**src/rtl/ov7670_init_seq.sv**
```systemverilog
// ov7670_init_seq
// Power-up configuration sequencer for the OV7670 camera. Walks a fixed
// {reg, val} ROM. For each entry it issues one 3-byte SCCB write
// {DEV_ADDR, reg, val} to the sccb_if master. The sequencer handles the
// settle time after the soft reset and reports completion or a stalled bus.
//
// Ports
//   sysclk          in   1   system clock (single clock domain)
//   n_rst           in   1   asynchronous active-low reset
//   start           in   1   one-cycle pulse; re-runs the sequence, honoured only when done
//   sccb_busy       in   1   busy flag from sccb_if
//   sccb_req        out  1   one-cycle write request to sccb_if
//   sccb_send_data  out  24  {DEV_ADDR, reg, val}, held from FETCH to the next FETCH
//   done            out  1   sequence finished (level)
//   error           out  1   an ack timeout occurred (level, meaningful while done=1)
//   index           out  6   current ROM index (debug)
module ov7670_init_seq #(
  parameter int unsigned STARTUP_DELAY_CYCLES = 125_000,
  parameter int unsigned RESET_DELAY_CYCLES   = 1_250_000,
  parameter int unsigned ACK_TIMEOUT_CYCLES   = 1024,
  parameter logic [7:0]  DEV_ADDR             = 8'h42
) (
  input  logic        sysclk,
  input  logic        n_rst,
  input  logic        start,
  input  logic        sccb_busy,
  output logic        sccb_req,
  output logic [23:0] sccb_send_data,
  output logic        done,
  output logic        error,
  output logic [5:0]  index
);

  typedef enum logic [2:0] {
    ST_STARTUP   = 3'd0,
    ST_FETCH     = 3'd1,
    ST_ISSUE     = 3'd2,
    ST_WAIT_ACK  = 3'd3,
    ST_WAIT_DONE = 3'd4,
    ST_DELAY     = 3'd5,
    ST_DONE      = 3'd6
  } state_e;

  // One counter serves both the startup wait and the delay-marker wait,
  // so it is sized for the longer of the two.
  localparam int unsigned MAX_DELAY = (STARTUP_DELAY_CYCLES > RESET_DELAY_CYCLES) ?
                                      STARTUP_DELAY_CYCLES : RESET_DELAY_CYCLES;
  localparam int CNT_W = $clog2(MAX_DELAY) + 1;
  localparam int TO_W  = $clog2(ACK_TIMEOUT_CYCLES) + 1;

  // Counters start at 0 and the wait ends on N-1, so N=1 is a one-cycle wait.
  localparam logic [CNT_W-1:0] STARTUP_LAST = CNT_W'(STARTUP_DELAY_CYCLES - 32'd1);
  localparam logic [CNT_W-1:0] DELAY_LAST   = CNT_W'(RESET_DELAY_CYCLES - 32'd1);
  localparam logic [TO_W-1:0]  ACK_LAST     = TO_W'(ACK_TIMEOUT_CYCLES - 32'd1);
  localparam logic [CNT_W-1:0] CNT_ONE      = CNT_W'(1);
  localparam logic [TO_W-1:0]  TO_ONE       = TO_W'(1);

  localparam logic [15:0] ENTRY_DELAY = 16'hFFF0;
  localparam logic [15:0] ENTRY_END   = 16'hFFFF;

  // Register table: the first entry is COM7 soft reset, which the camera
  // needs time to recover from, hence the delay marker right after it.
  function automatic logic [15:0] rom_entry(input logic [5:0] idx);
    logic [15:0] w;
    case (idx)
      6'd0:    w = 16'h1280;
      6'd1:    w = ENTRY_DELAY;
      6'd2:    w = 16'h1204;
      6'd3:    w = 16'h40D0;
      6'd4:    w = 16'h8C00;
      6'd5:    w = 16'h3A04;
      6'd6:    w = 16'h1100;
      6'd7:    w = 16'h6B0A;
      6'd8:    w = 16'h0C00;
      6'd9:    w = 16'h3E00;
      6'd10:   w = 16'h1713;
      6'd11:   w = 16'h1801;
      6'd12:   w = 16'h3202;
      6'd13:   w = 16'h1903;
      6'd14:   w = 16'h1A7B;
      6'd15:   w = 16'h030A;
      default: w = ENTRY_END;
    endcase
    return w;
  endfunction

  state_e            state_q;
  logic [CNT_W-1:0]  cnt_q;
  logic [TO_W-1:0]   to_cnt_q;
  logic              req_q;
  logic [23:0]       data_q;
  logic              done_q;
  logic              error_q;
  logic [5:0]        index_q;
  logic [15:0]       rom_word_s;

  assign rom_word_s = rom_entry(index_q);

  // Sequencer FSM with all outputs registered.
  always_ff @(posedge sysclk or negedge n_rst) begin
    if (!n_rst) begin
      state_q  <= ST_STARTUP;
      cnt_q    <= {CNT_W{1'b0}};
      to_cnt_q <= {TO_W{1'b0}};
      req_q    <= 1'b0;
      data_q   <= 24'h000000;
      done_q   <= 1'b0;
      error_q  <= 1'b0;
      index_q  <= 6'd0;
    end else begin
      // The request is a single-cycle pulse; only FETCH raises it.
      req_q <= 1'b0;
      case (state_q)
        ST_STARTUP: begin
          if (cnt_q == STARTUP_LAST) begin
            cnt_q   <= {CNT_W{1'b0}};
            state_q <= ST_FETCH;
          end else begin
            cnt_q <= cnt_q + CNT_ONE;
          end
        end
        ST_FETCH: begin
          if (rom_word_s == ENTRY_END) begin
            done_q  <= 1'b1;
            state_q <= ST_DONE;
          end else if (rom_word_s == ENTRY_DELAY) begin
            cnt_q   <= {CNT_W{1'b0}};
            state_q <= ST_DELAY;
          end else begin
            data_q  <= {DEV_ADDR, rom_word_s};
            req_q   <= 1'b1;
            state_q <= ST_ISSUE;
          end
        end
        ST_ISSUE: begin
          to_cnt_q <= {TO_W{1'b0}};
          state_q  <= ST_WAIT_ACK;
        end
        ST_WAIT_ACK: begin
          // Busy has priority, so an ack that arrives on the expiry cycle still counts.
          if (sccb_busy) begin
            state_q <= ST_WAIT_DONE;
          end else if (to_cnt_q == ACK_LAST) begin
            done_q  <= 1'b1;
            error_q <= 1'b1;
            state_q <= ST_DONE;
          end else begin
            to_cnt_q <= to_cnt_q + TO_ONE;
          end
        end
        ST_WAIT_DONE: begin
          if (!sccb_busy) begin
            index_q <= index_q + 6'd1;
            state_q <= ST_FETCH;
          end
        end
        ST_DELAY: begin
          if (cnt_q == DELAY_LAST) begin
            cnt_q   <= {CNT_W{1'b0}};
            index_q <= index_q + 6'd1;
            state_q <= ST_FETCH;
          end else begin
            cnt_q <= cnt_q + CNT_ONE;
          end
        end
        ST_DONE: begin
          if (start) begin
            done_q  <= 1'b0;
            error_q <= 1'b0;
            index_q <= 6'd0;
            cnt_q   <= {CNT_W{1'b0}};
            state_q <= ST_STARTUP;
          end
        end
        default: begin
          cnt_q   <= {CNT_W{1'b0}};
          state_q <= ST_STARTUP;
        end
      endcase
    end
  end

  assign sccb_req       = req_q;
  assign sccb_send_data = data_q;
  assign done           = done_q;
  assign error          = error_q;
  assign index          = index_q;

endmodule

```
**config.mk**
```make
export PLATFORM = sky130hd
export DESIGN_NAME = ov7670_init_seq
export DESIGN_NICKNAME = d
export VERILOG_FILES = /design/src/rtl/ov7670_init_seq.sv
export SDC_FILE = /design/constraint.sdc
export NUM_CORES = 1
export LEC_CHECK = 0
export CAP_MARGIN = 20
export CORE_MARGIN = 1
export CORE_UTILIZATION = 45
export DETAILED_ROUTE_END_ITERATION = 10
export PLACE_DENSITY = 0.72
export SLEW_MARGIN = 20
export SYNTH_ARGS = -nofsm -noshare
export SYNTH_HDL_FRONTEND = slang
export SYNTH_SLANG_ARGS = --single-unit
```
**constraint.sdc**
```tcl
create_clock -name sysclk -period 4.41 [get_ports sysclk]
set_input_delay 1.1025 -clock sysclk [delete_from_list [all_inputs] [get_ports sysclk]]
set_output_delay 1.1025 -clock sysclk [all_outputs]
set_load 0.1 [all_outputs]
```
==> results.sh <==
export IMPL_status="finished, final reports clean"
export IMPL_r2r_start="index[0]$_DFFE_PN0P_"
export IMPL_drv_cap=0
export IMPL_cts_tree="done"
export IMPL_cpLargestDelayFamily="buffers and inverters"
export IMPL_ff2ff_setup_slack_ps=1110
export IMPL_start_kind="flip-flop"
export IMPL_antenna_found_initial=0
export IMPL_drtIter0Drc=196
export IMPL_hold_path_startpoint="sccb_send_data[6]$_DFFE_PN0P_"
export IMPL_clkTransAtPathRegs_ps=70
export IMPL_synthCells=450
export IMPL_drc_errors=0
export IMPL_grt_max_degree=39
export IMPL_die_h_um=94.1
export IMPL_hp_class="flip-flop to flip-flop"
export IMPL_r2r_cells=7
export IMPL_core_um2=8220
export IMPL_stdcell_count=580
export IMPL_dp_cells=564
export IMPL_dieArea_um2=8850
export IMPL_fin_skew_ps=8.19
export IMPL_post_cts_buffers=0
export IMPL_hold_depth=1
export IMPL_holdWs_ps=482
export IMPL_synth_top_area_share_pct=40.7
export IMPL_clk_path_buf_depth=2
export IMPL_syn_avg_cell_area_um2=8.48
export IMPL_fp_dieW_um=94.1
export IMPL_relSlewSlack_pct=34.4
export IMPL_hold_end="sccb_send_data[6]$_DFFE_PN0P_"
export IMPL_rsz0062_at_grt="no"
export IMPL_tightest_slew_ps=981
export IMPL_dp_hpwl_um=6070
export IMPL_grt_usage_pct=21.9
export IMPL_layout_drive_gt1_share_pct=6.74
export IMPL_io_buffers=30
export IMPL_overflow=0
export IMPL_cp_slowest_cell="clkdlybuf4s50_1"
export IMPL_max_freq_ghz=0.283
export IMPL_n_antenna_cell=0
export IMPL_cts_sink_count=62
export IMPL_worstPathMaxFanout=25
export IMPL_start_util_pct=46.4
export IMPL_setup_violations=0
export IMPL_yosysMostFrequentCell="nand2_1"
export IMPL_place_ws_ps=1120
export IMPL_end_kind="output port"
export IMPL_finalWirelength_um=8850
export IMPL_fillers=770
export IMPL_cts_root_buf="clkbuf_8"
export IMPL_arrival_ps=2440
export IMPL_period_needed_ps=3540
export IMPL_synth_distinct_cells=58
export IMPL_numCtsBuffers=9
export IMPL_netlist_area_um2=3820
export IMPL_ctsHoldBuffers=0
export IMPL_slew_viol_final=0
export IMPL_synth_enable_flop_cells=0
export IMPL_r2r_end="sccb_send_data[14]$_DFFE_PN0P_"
export IMPL_critPathMaxStageDelay_ps=1280
export IMPL_ys_warn_count=0
export IMPL_ys_seq_area_share_pct=40.7
export IMPL_cp_cell_sequence="clkdlybuf4s50_1"
export IMPL_tns_ps=0
export IMPL_path_buf_inv=1
export IMPL_ios=37
export IMPL_grt_pass1_vias=3107
export IMPL_synth_seq_cells=62
export IMPL_areaGrowthSynthToFinish_pct=13.2
export IMPL_period_share_pct=80.3
export IMPL_synth_flop_cell="dfrtp_1"
export IMPL_cts_resized=0
export IMPL_clkLatencyLatePin_ps=340
export IMPL_drt_pass1_iterations=4
export IMPL_synth_area_leaders="dfrtp_1 41%, nand2_1 7.6%, o21ai_0 4.9%, ha_1 3.6%, nor2_1 3.5%"
export IMPL_timing_final_ws_setup_ps=871
export IMPL_htree_levels=3
export IMPL_grt_pass1_wl_um=15100
export IMPL_synth_area_leader_cell="dfrtp_1"
export IMPL_crit_required_ps=3310
export IMPL_fin_nets=485
export IMPL_ant_nets=0
export IMPL_avgViaCountPerCell=5.87
export IMPL_post_drt_wl_per_cell_um=15.3
export IMPL_hold_viol=0
export IMPL_async_flop_share_pct=100
export IMPL_via_count=3403
export IMPL_rows=33
export IMPL_place_congestion=0.881
export IMPL_yosys_top_cells_count="77 x nand2_1, 62 x dfrtp_1, 37 x o21ai_0, 36 x nor2_1, 23 x a21oi_1"
export IMPL_crit_type="flip-flop to output port"
-- cell families (layout without fill, tap and decap cells) --
group / count (synthesis) / in the layout / share of synthesized area, %
and+or+nand+nor: 198 / 198 / 26.0
other: 1 / 6 / 0.0983
adders and majority gates: 11 / 11 / 3.61
buffers and inverters: 43 / 63 / 5.34
AOI/OAI and AO/OA: 116 / 116 / 19.4
DFF: 62 / 62 / 40.7
muxes: 9 / 9 / 2.59
xor gates and xnor gates: 10 / 10 / 2.30
-- state kept, by name, summed over array words and instances, names as in the netlist --
signal          count
cnt_q              22
done                1
error               1
index               6
sccb_req            1
sccb_send_data     17
state_q             3
to_cnt_q           11
-- placed cells by master (no fill, tap or decap), types with 11 or more instances in the layout --
| cell | netlist | layout |
|---|---|---|
| inv_1 | 14 | 14 |
| o21ai_0 | 37 | 36 |
| a21oi_1 | 23 | 23 |
| nor2_1 | 36 | 36 |
| ha_1 | 11 | 11 |
| nor2b_1 | 11 | 11 |
| nand2_1 | 77 | 77 |
| clkdlybuf4s50_1 | 0 | 29 |
| dfrtp_1 | 62 | 62 |
| o22ai_1 | 17 | 17 |
-- metrics by stage --
step | cell area [um2] | utilization, %
2_1_floorplan | 3830 | -
3_3_place_gp | 4140 | 50.3
3_5_place_dp | 4140 | 50.3
4_1_cts | 4320 | 52.6
5_1_grt | 4320 | 52.6
6_report | 4320 | 52.6
-- worst max-delay path by stage --
stage                         startpoint                              to  slack, ps  cells past startpoint
floorplan           index[0]$_DFFE_PN0P_  sccb_send_data[15]$_DFFE_PN0P_       1190                      7
global placement    index[3]$_DFFE_PN0P_                        index[3]       1280                      1
detailed placement  index[0]$_DFFE_PN0P_  sccb_send_data[14]$_DFFE_PN0P_       1120                      7
CTS                 index[3]$_DFFE_PN0P_                        index[3]        880                      1
global route        index[3]$_DFFE_PN0P_                        index[3]        750                      1
finish              index[2]$_DFFE_PN0P_                        index[2]        870                      1
-- layer usage --
metal  up-vias  track usage, %  wire, um  share of wire (%)
met4         0            6.15       110                1.2
li1       1642               -         -                  -
met5         -               0         0                  0
met3         7            5.50       471                5.3
met2        95            35.3      4230                 48
met1      1659            29.0      4040                 46
-- area by class of cell --
class                   count  area (um2)  share of cell area (%)
clock buffers              12         135                    3.13
clock inverters             4        47.5                    1.10
inverters                  14        52.6                    1.22
multi-input cells         350        2080                    48.2
flip-flops and latches     62        1550                    35.9
well taps                 105         131                    3.04
repair buffers             33         318                    7.36
Power is left out: the tool's default activity adds up to more than one toggle a clock period on the data nets, which glitch-free logic cannot reach.
